==> config.mk <==
export PLATFORM = sky130hd
export DESIGN_NAME = serial_tx_arbiter
export DESIGN_NICKNAME = d
export VERILOG_FILES = /design/src/rtl/serial_pkg.sv /design/src/rtl/rr_arbiter.sv /design/src/rtl/serial_tx_arbiter.sv
export SDC_FILE = /design/constraint.sdc
export NUM_CORES = 1
export LEC_CHECK = 0
export BUFFER_PORTS_ARGS = -buffer_cell sky130_fd_sc_hd__buf_4
export CORE_MARGIN = 5
export CORE_UTILIZATION = 54
export CTS_CLUSTER_DIAMETER = 30
export DETAILED_ROUTE_END_ITERATION = 8
export HOLD_SLACK_MARGIN = 0.1
export MAX_ROUTING_LAYER = met4
export PLACE_DENSITY = 0.84
export REMOVE_ABC_BUFFERS = 1
export SYNTH_ARGS = -nofsm -noshare
export SYNTH_HDL_FRONTEND = slang
export SYNTH_SLANG_ARGS = --single-unit
==> constraint.sdc <==
create_clock -name clk -period 5.3 [get_ports clk]
set_input_delay 0.795 -clock clk [delete_from_list [all_inputs] [get_ports clk]]
set_output_delay 0.795 -clock clk [all_outputs]
set_load 0.02 [all_outputs]
==> src/rtl/serial_pkg.sv <==
// Shared definitions for the serial transmit/receive path: state encoding,
// line levels and frame geometry.
package serial_pkg;

    typedef enum logic [2:0] {
        IDLE,
        START,
        DATA,
        STOP,
        GAP
    } serial_state_t;

    localparam logic START_BIT  = 1'b0;
    localparam logic STOP_BIT   = 1'b1;
    localparam logic IDLE_LEVEL = 1'b1;

    localparam int DATA_BITS  = 8;
    localparam int FRAME_BITS = 10;

    // Counter/index width that never collapses to zero bits.
    function automatic int idx_width(input int n);
        return (n > 1) ? $clog2(n) : 1;
    endfunction

endpackage

==> src/rtl/rr_arbiter.sv <==
// Round-robin picker: first valid requester at or above the pointer, wrapping,
// with the pointer moving past the winner on each accepted grant.
module rr_arbiter
    import serial_pkg::*;
#(
    parameter int N_REQ = 4,
    localparam int IDX_W = idx_width(N_REQ)
) (
    input  logic             clk,
    input  logic             reset,
    input  logic             enable,
    input  logic [N_REQ-1:0] req_valid,
    output logic [N_REQ-1:0] grant,
    output logic [IDX_W-1:0] grant_idx,
    output logic             grant_valid
);

    logic [IDX_W-1:0] rr_ptr;
    logic [IDX_W-1:0] pick;
    logic             found;

    // Upper pass covers indices at or above the pointer; the lower pass
    // only wins when nothing above it was valid, which gives the wrap.
    always_comb begin
        found = 1'b0;
        pick  = '0;
        for (int i = 0; i < N_REQ; i++) begin
            if (!found && req_valid[i] && (IDX_W'(i) >= rr_ptr)) begin
                found = 1'b1;
                pick  = IDX_W'(i);
            end
        end
        for (int i = 0; i < N_REQ; i++) begin
            if (!found && req_valid[i]) begin
                found = 1'b1;
                pick  = IDX_W'(i);
            end
        end
    end

    always_comb begin
        grant = '0;
        for (int i = 0; i < N_REQ; i++) begin
            grant[i] = enable && found && (pick == IDX_W'(i));
        end
    end

    assign grant_idx   = pick;
    assign grant_valid = enable && found;

    always_ff @(posedge clk) begin
        if (reset) begin
            rr_ptr <= '0;
        end else if (enable && found) begin
            rr_ptr <= (pick == IDX_W'(N_REQ - 1)) ? '0 : pick + 1'b1;
        end
    end

endmodule

==> src/rtl/serial_tx_arbiter.sv <==
// Shares one serial line among N_REQ byte sources: round-robin handshake in
// IDLE, then start bit, 8 data bits LSB first, stop bit and optional gap.
module serial_tx_arbiter
    import serial_pkg::*;
#(
    parameter int N_REQ        = 4,
    parameter int CLKS_PER_BIT = 1,
    parameter int GAP_BITS     = 0,
    localparam int IDX_W = idx_width(N_REQ)
) (
    input  logic                       clk,
    input  logic                       reset,
    input  logic [N_REQ-1:0]           req_valid,
    input  logic [DATA_BITS*N_REQ-1:0] req_data,
    output logic [N_REQ-1:0]           req_ready,
    output logic                       tx,
    output logic                       busy,
    output logic [IDX_W-1:0]           grant_id,
    output logic                       frame_done
);

    localparam int GAP_CYCLES = GAP_BITS * CLKS_PER_BIT;
    localparam int CYC_W      = idx_width(CLKS_PER_BIT);
    localparam int GAP_W      = idx_width(GAP_CYCLES);
    localparam logic [CYC_W-1:0] CYC_LAST = CYC_W'(CLKS_PER_BIT - 1);
    localparam logic [GAP_W-1:0] GAP_LAST = GAP_W'((GAP_CYCLES > 0) ? GAP_CYCLES - 1 : 0);

    serial_state_t          state;
    logic [DATA_BITS-1:0]   shift_reg;
    logic [DATA_BITS-1:0]   sel_byte;
    logic [2:0]             bit_cnt;
    logic [CYC_W-1:0]       cyc_cnt;
    logic [GAP_W-1:0]       gap_cnt;
    logic [IDX_W-1:0]       grant_idx;
    logic                   grant_valid;
    logic                   idle_state;
    logic                   handshake;

    assign idle_state = (state == IDLE);
    assign handshake  = idle_state && grant_valid;
    assign busy       = !idle_state;

    rr_arbiter #(
        .N_REQ(N_REQ)
    ) u_arb (
        .clk        (clk),
        .reset      (reset),
        .enable     (idle_state),
        .req_valid  (req_valid),
        .grant      (req_ready),
        .grant_idx  (grant_idx),
        .grant_valid(grant_valid)
    );

    always_comb begin
        sel_byte = '0;
        for (int i = 0; i < N_REQ; i++) begin
            if (req_ready[i]) begin
                sel_byte = req_data[DATA_BITS*i +: DATA_BITS];
            end
        end
    end

    // tx is registered: each transition loads the level of the bit that the
    // next state is about to drive, so the line changes exactly on entry.
    always_ff @(posedge clk) begin
        if (reset) begin
            state      <= IDLE;
            tx         <= IDLE_LEVEL;
            frame_done <= 1'b0;
            grant_id   <= '0;
            shift_reg  <= '0;
            bit_cnt    <= '0;
            cyc_cnt    <= '0;
            gap_cnt    <= '0;
        end else begin
            frame_done <= 1'b0;
            case (state)
                IDLE: begin
                    tx <= IDLE_LEVEL;
                    if (handshake) begin
                        shift_reg <= sel_byte;
                        grant_id  <= grant_idx;
                        cyc_cnt   <= '0;
                        tx        <= START_BIT;
                        state     <= START;
                    end
                end
                START: begin
                    if (cyc_cnt == CYC_LAST) begin
                        cyc_cnt <= '0;
                        bit_cnt <= '0;
                        tx      <= shift_reg[0];
                        state   <= DATA;
                    end else begin
                        cyc_cnt <= cyc_cnt + 1'b1;
                    end
                end
                DATA: begin
                    if (cyc_cnt == CYC_LAST) begin
                        cyc_cnt <= '0;
                        if (bit_cnt == 3'(DATA_BITS - 1)) begin
                            tx    <= STOP_BIT;
                            state <= STOP;
                        end else begin
                            bit_cnt   <= bit_cnt + 1'b1;
                            shift_reg <= {1'b0, shift_reg[DATA_BITS-1:1]};
                            tx        <= shift_reg[1];
                        end
                    end else begin
                        cyc_cnt <= cyc_cnt + 1'b1;
                    end
                end
                STOP: begin
                    if (cyc_cnt == CYC_LAST) begin
                        cyc_cnt    <= '0;
                        frame_done <= 1'b1;
                        tx         <= IDLE_LEVEL;
                        if (GAP_CYCLES == 0) begin
                            state <= IDLE;
                        end else begin
                            gap_cnt <= '0;
                            state   <= GAP;
                        end
                    end else begin
                        cyc_cnt <= cyc_cnt + 1'b1;
                    end
                end
                GAP: begin
                    tx <= IDLE_LEVEL;
                    if (gap_cnt == GAP_LAST) begin
                        state <= IDLE;
                    end else begin
                        gap_cnt <= gap_cnt + 1'b1;
                    end
                end
                default: begin
                    tx    <= IDLE_LEVEL;
                    state <= IDLE;
                end
            endcase
        end
    end

endmodule
==> qor.txt <==
Setup CP Type - input pin to output port
CP Max Fanout - 20
Max Cap Violations - 0
worst endpoint data arrival time - 2.55 ns
drc violations - 0
Post-layout nets - 272
# fillers - 205
clock share of power - 9.1%
TNS Setup - 0 ns
vias - 1,535
RSZ-0062 raised after global routing - no
tightest hold margin - 0.497 ns
Slew headroom - 57.7%
number of synthesized flops with an enable pin - 0
Least-Margin Pin Slew - 0.634 ns
Syn Inst Count - 186
Ys Warns - 0
final cell count without fillers - 254
Final Hold Vio Count - 0
Cell variety after synth - 43
initial antenna violation count - 0
P&R area growth vs syn - 24.2%
Sw Share - 46.3%
most common flop cell mapped by yosys - dfxtp_1
hold_buf cts - 0
status - finished, final reports clean
synthesis-stage register bit count - 19
RePlAce Congestion - 0.890
HPWL after DPL - 3070 um
max FFs per register - 8
startpoint type of the worst setup path - input pin
Cell Rows - 18
Post-DP Area - 1760 um2
H-tree levels - 1
Tcrit/Tclk final - 63.2%
DRT Wirelength - 3980 um
cell area after layout - 1790 um2
Final Critical Period - 3.35 ns
Reg2Reg Depth - 8
total congestion overflow - 0
combinational fraction of design power - 61.0%
worst hold path class - flip-flop to flip-flop
Port Buffers - 46
P_leak - 0.000833 uW
Worst R2R Start - u_arb.rr_ptr[1]
crit path from - req_valid[0]
proportion of layout cells with a drive suffix above 1 - 26.8%
final setup vio count - 0
Root Driver - clkbuf_4
fraction of registers with async set/reset - 0%
CTS max path bufs - 2
gr usage total - 23.1%
clk sinks - 19
reg2reg setup slack - 2.82 ns
Worst Hold Path Cells - 2
core area - 2520 um2
sw power - 377 uW
DR pass1 iterations - 5
mean area per synthesized cell - 7.75 um2
initial drt markers - 117
vias in the first global route - 1,463
worst skew pair latency - 0.30 ns
PostCTS Resize Cnt - 0
Die Width - 61.7 um
Critical Path End Type - output port
maximum vdd drop - 368 uV
postcts setup bufs - 0
CP endpoint - req_ready[3]
Vias/cell - 6.04
Tot Pwr - 814 uW
WP data required - 4.51 ns
post-synthesis sequential area ratio - 26.4%
Slew Limit Fails - 0
sequential power share - 29.8%
diodes inserted - 0
Synth Cell Area - 1440 um2
Reg clk slew, reported paths - 0.11 ns
initial core utilization - 57.1%
pwr dens - 455 nW/um2
Routed wire per std cell - 15.6 um
R2R Path End - shift_reg[1]
TritonCTS clock tree - yes
TritonCTS buffer count - 3
internal power - 437 uW
# IOs - 47
largest net degree at the start of global routing - 21
Clock Skew - 0.00869 ns
Die H - 61.7 um
antenna viol nets, final - 0
FMAX - 299 MHz
Placed Cells - 250
first-pass GRT wire length - 6350 um
die area - 3800 um2
-- critical path: stages --
cell	delay, ns
buf_4	0.14
a21o_1	0.17
a21boi_0	0.17
o22a_1	0.23
ha_1	0.59
and3_4	0.32
buf_4	0.14
-- power by group through the flow --
stage | clock network (uW) | registers, uW | logic [uW]
6_report | 74.3 | 243 | 497
5_1_grt | 84.1 | 249 | 538
4_1_cts | 74.9 | 240 | 490
3_5_place_dp | 0 | 244 | 488
3_3_place_gp | 0 | 241 | 473
2_1_floorplan | 0 | 240 | 341
-- routing by layer --
layer  track usage, %  wire (um)
met1             29.4       1750
met2             37.7       1960
met3             3.56        227
met4             6.36         34
met5                -          0
-- worst min path at each step --
stage	startpoint	end	slack (ns)
finish	grant_id[0]	grant_id[0]	0.50
global route	shift_reg[5]	shift_reg[5]	0.53
CTS	grant_id[0]	grant_id[0]	0.49
detailed placement	grant_id[0]	grant_id[0]	0.48
global placement	grant_id[0]	grant_id[0]	0.45
floorplan	shift_reg[4]	shift_reg[4]	0.45
-- synth_stat cells (2+ instances only) --
master      n  area share, %
o221a_2     2            1.6
nor2_1     14            3.6
nand2b_1    6            2.6
inv_1      13            3.4
o21ai_0     7            2.4
clkbuf_1    8            2.1
ha_1        9            7.8
nor3_1      6            2.1
nor2b_1    10            4.3
or3_1       2           0.87
a21oi_1    22            7.6
mux2i_1     2            1.4
dfxtp_1    19             26
a22oi_1     6            3.1
a32oi_1     3            1.8
or2_2       2           0.87
nand3_1     4            1.4
a21o_1      2            1.0
a211oi_1    2            1.0
nand2_1    11            2.9
a22o_1      2            1.2
buf_6       2            1.6
o31ai_1     3            1.6
a2bb2oi_1   4            2.4
o41ai_1     4            2.4
nor3b_1     2            1.0
a221o_1     2            1.4
or3b_2      2            1.2
-- final cells by class --
cell class | count | area (um2) | area share (%)
Multi-Input combinational cell | 142 | 951 | 53.1
Timing Repair Buffer | 46 | 345 | 19.3
Clock inverter | 1 | 5.00 | 0.280
Inverter | 13 | 48.8 | 2.73
Clock buffer | 3 | 22.5 | 1.26
Tap cell | 30 | 37.5 | 2.10
Sequential cell | 19 | 380 | 21.2
-- logic make-up after synthesis --
family | count (synthesis) | share of synthesized area, %
flip-flops | 19 | 26.4
adder cells (fa/ha/maj) | 9 | 7.81
AND/OR/NAND/NOR | 64 | 24.1
AO/OA/AOI/OAI | 67 | 32.6
multiplexers | 2 | 1.39
buffers and inverters | 25 | 7.64
-- through the flow --
stage,utilization [%],setup slack (ns)
2_1_floorplan,-,2.44
3_3_place_gp,69.9,2.05
3_5_place_dp,69.9,1.98
4_1_cts,71.0,1.97
5_1_grt,71.0,1.84
6_report,71.0,1.95
-- layout by cell type, fill, tap and decap left out, types with 4 or more instances in the layout --
cell type,netlist,layout
a21oi_1,22,22
a22oi_1,6,6
a2bb2oi_1,4,4
buf_4,0,46
dfxtp_1,19,19
ha_1,9,9
inv_1,13,13
nand2_1,11,11
nand2b_1,6,6
nand3_1,4,4
nor2_1,14,14
nor2b_1,10,10
nor3_1,6,6
o21ai_0,7,7
o41ai_1,4,4
Note: power is estimated with default switching activity, not from simulation.
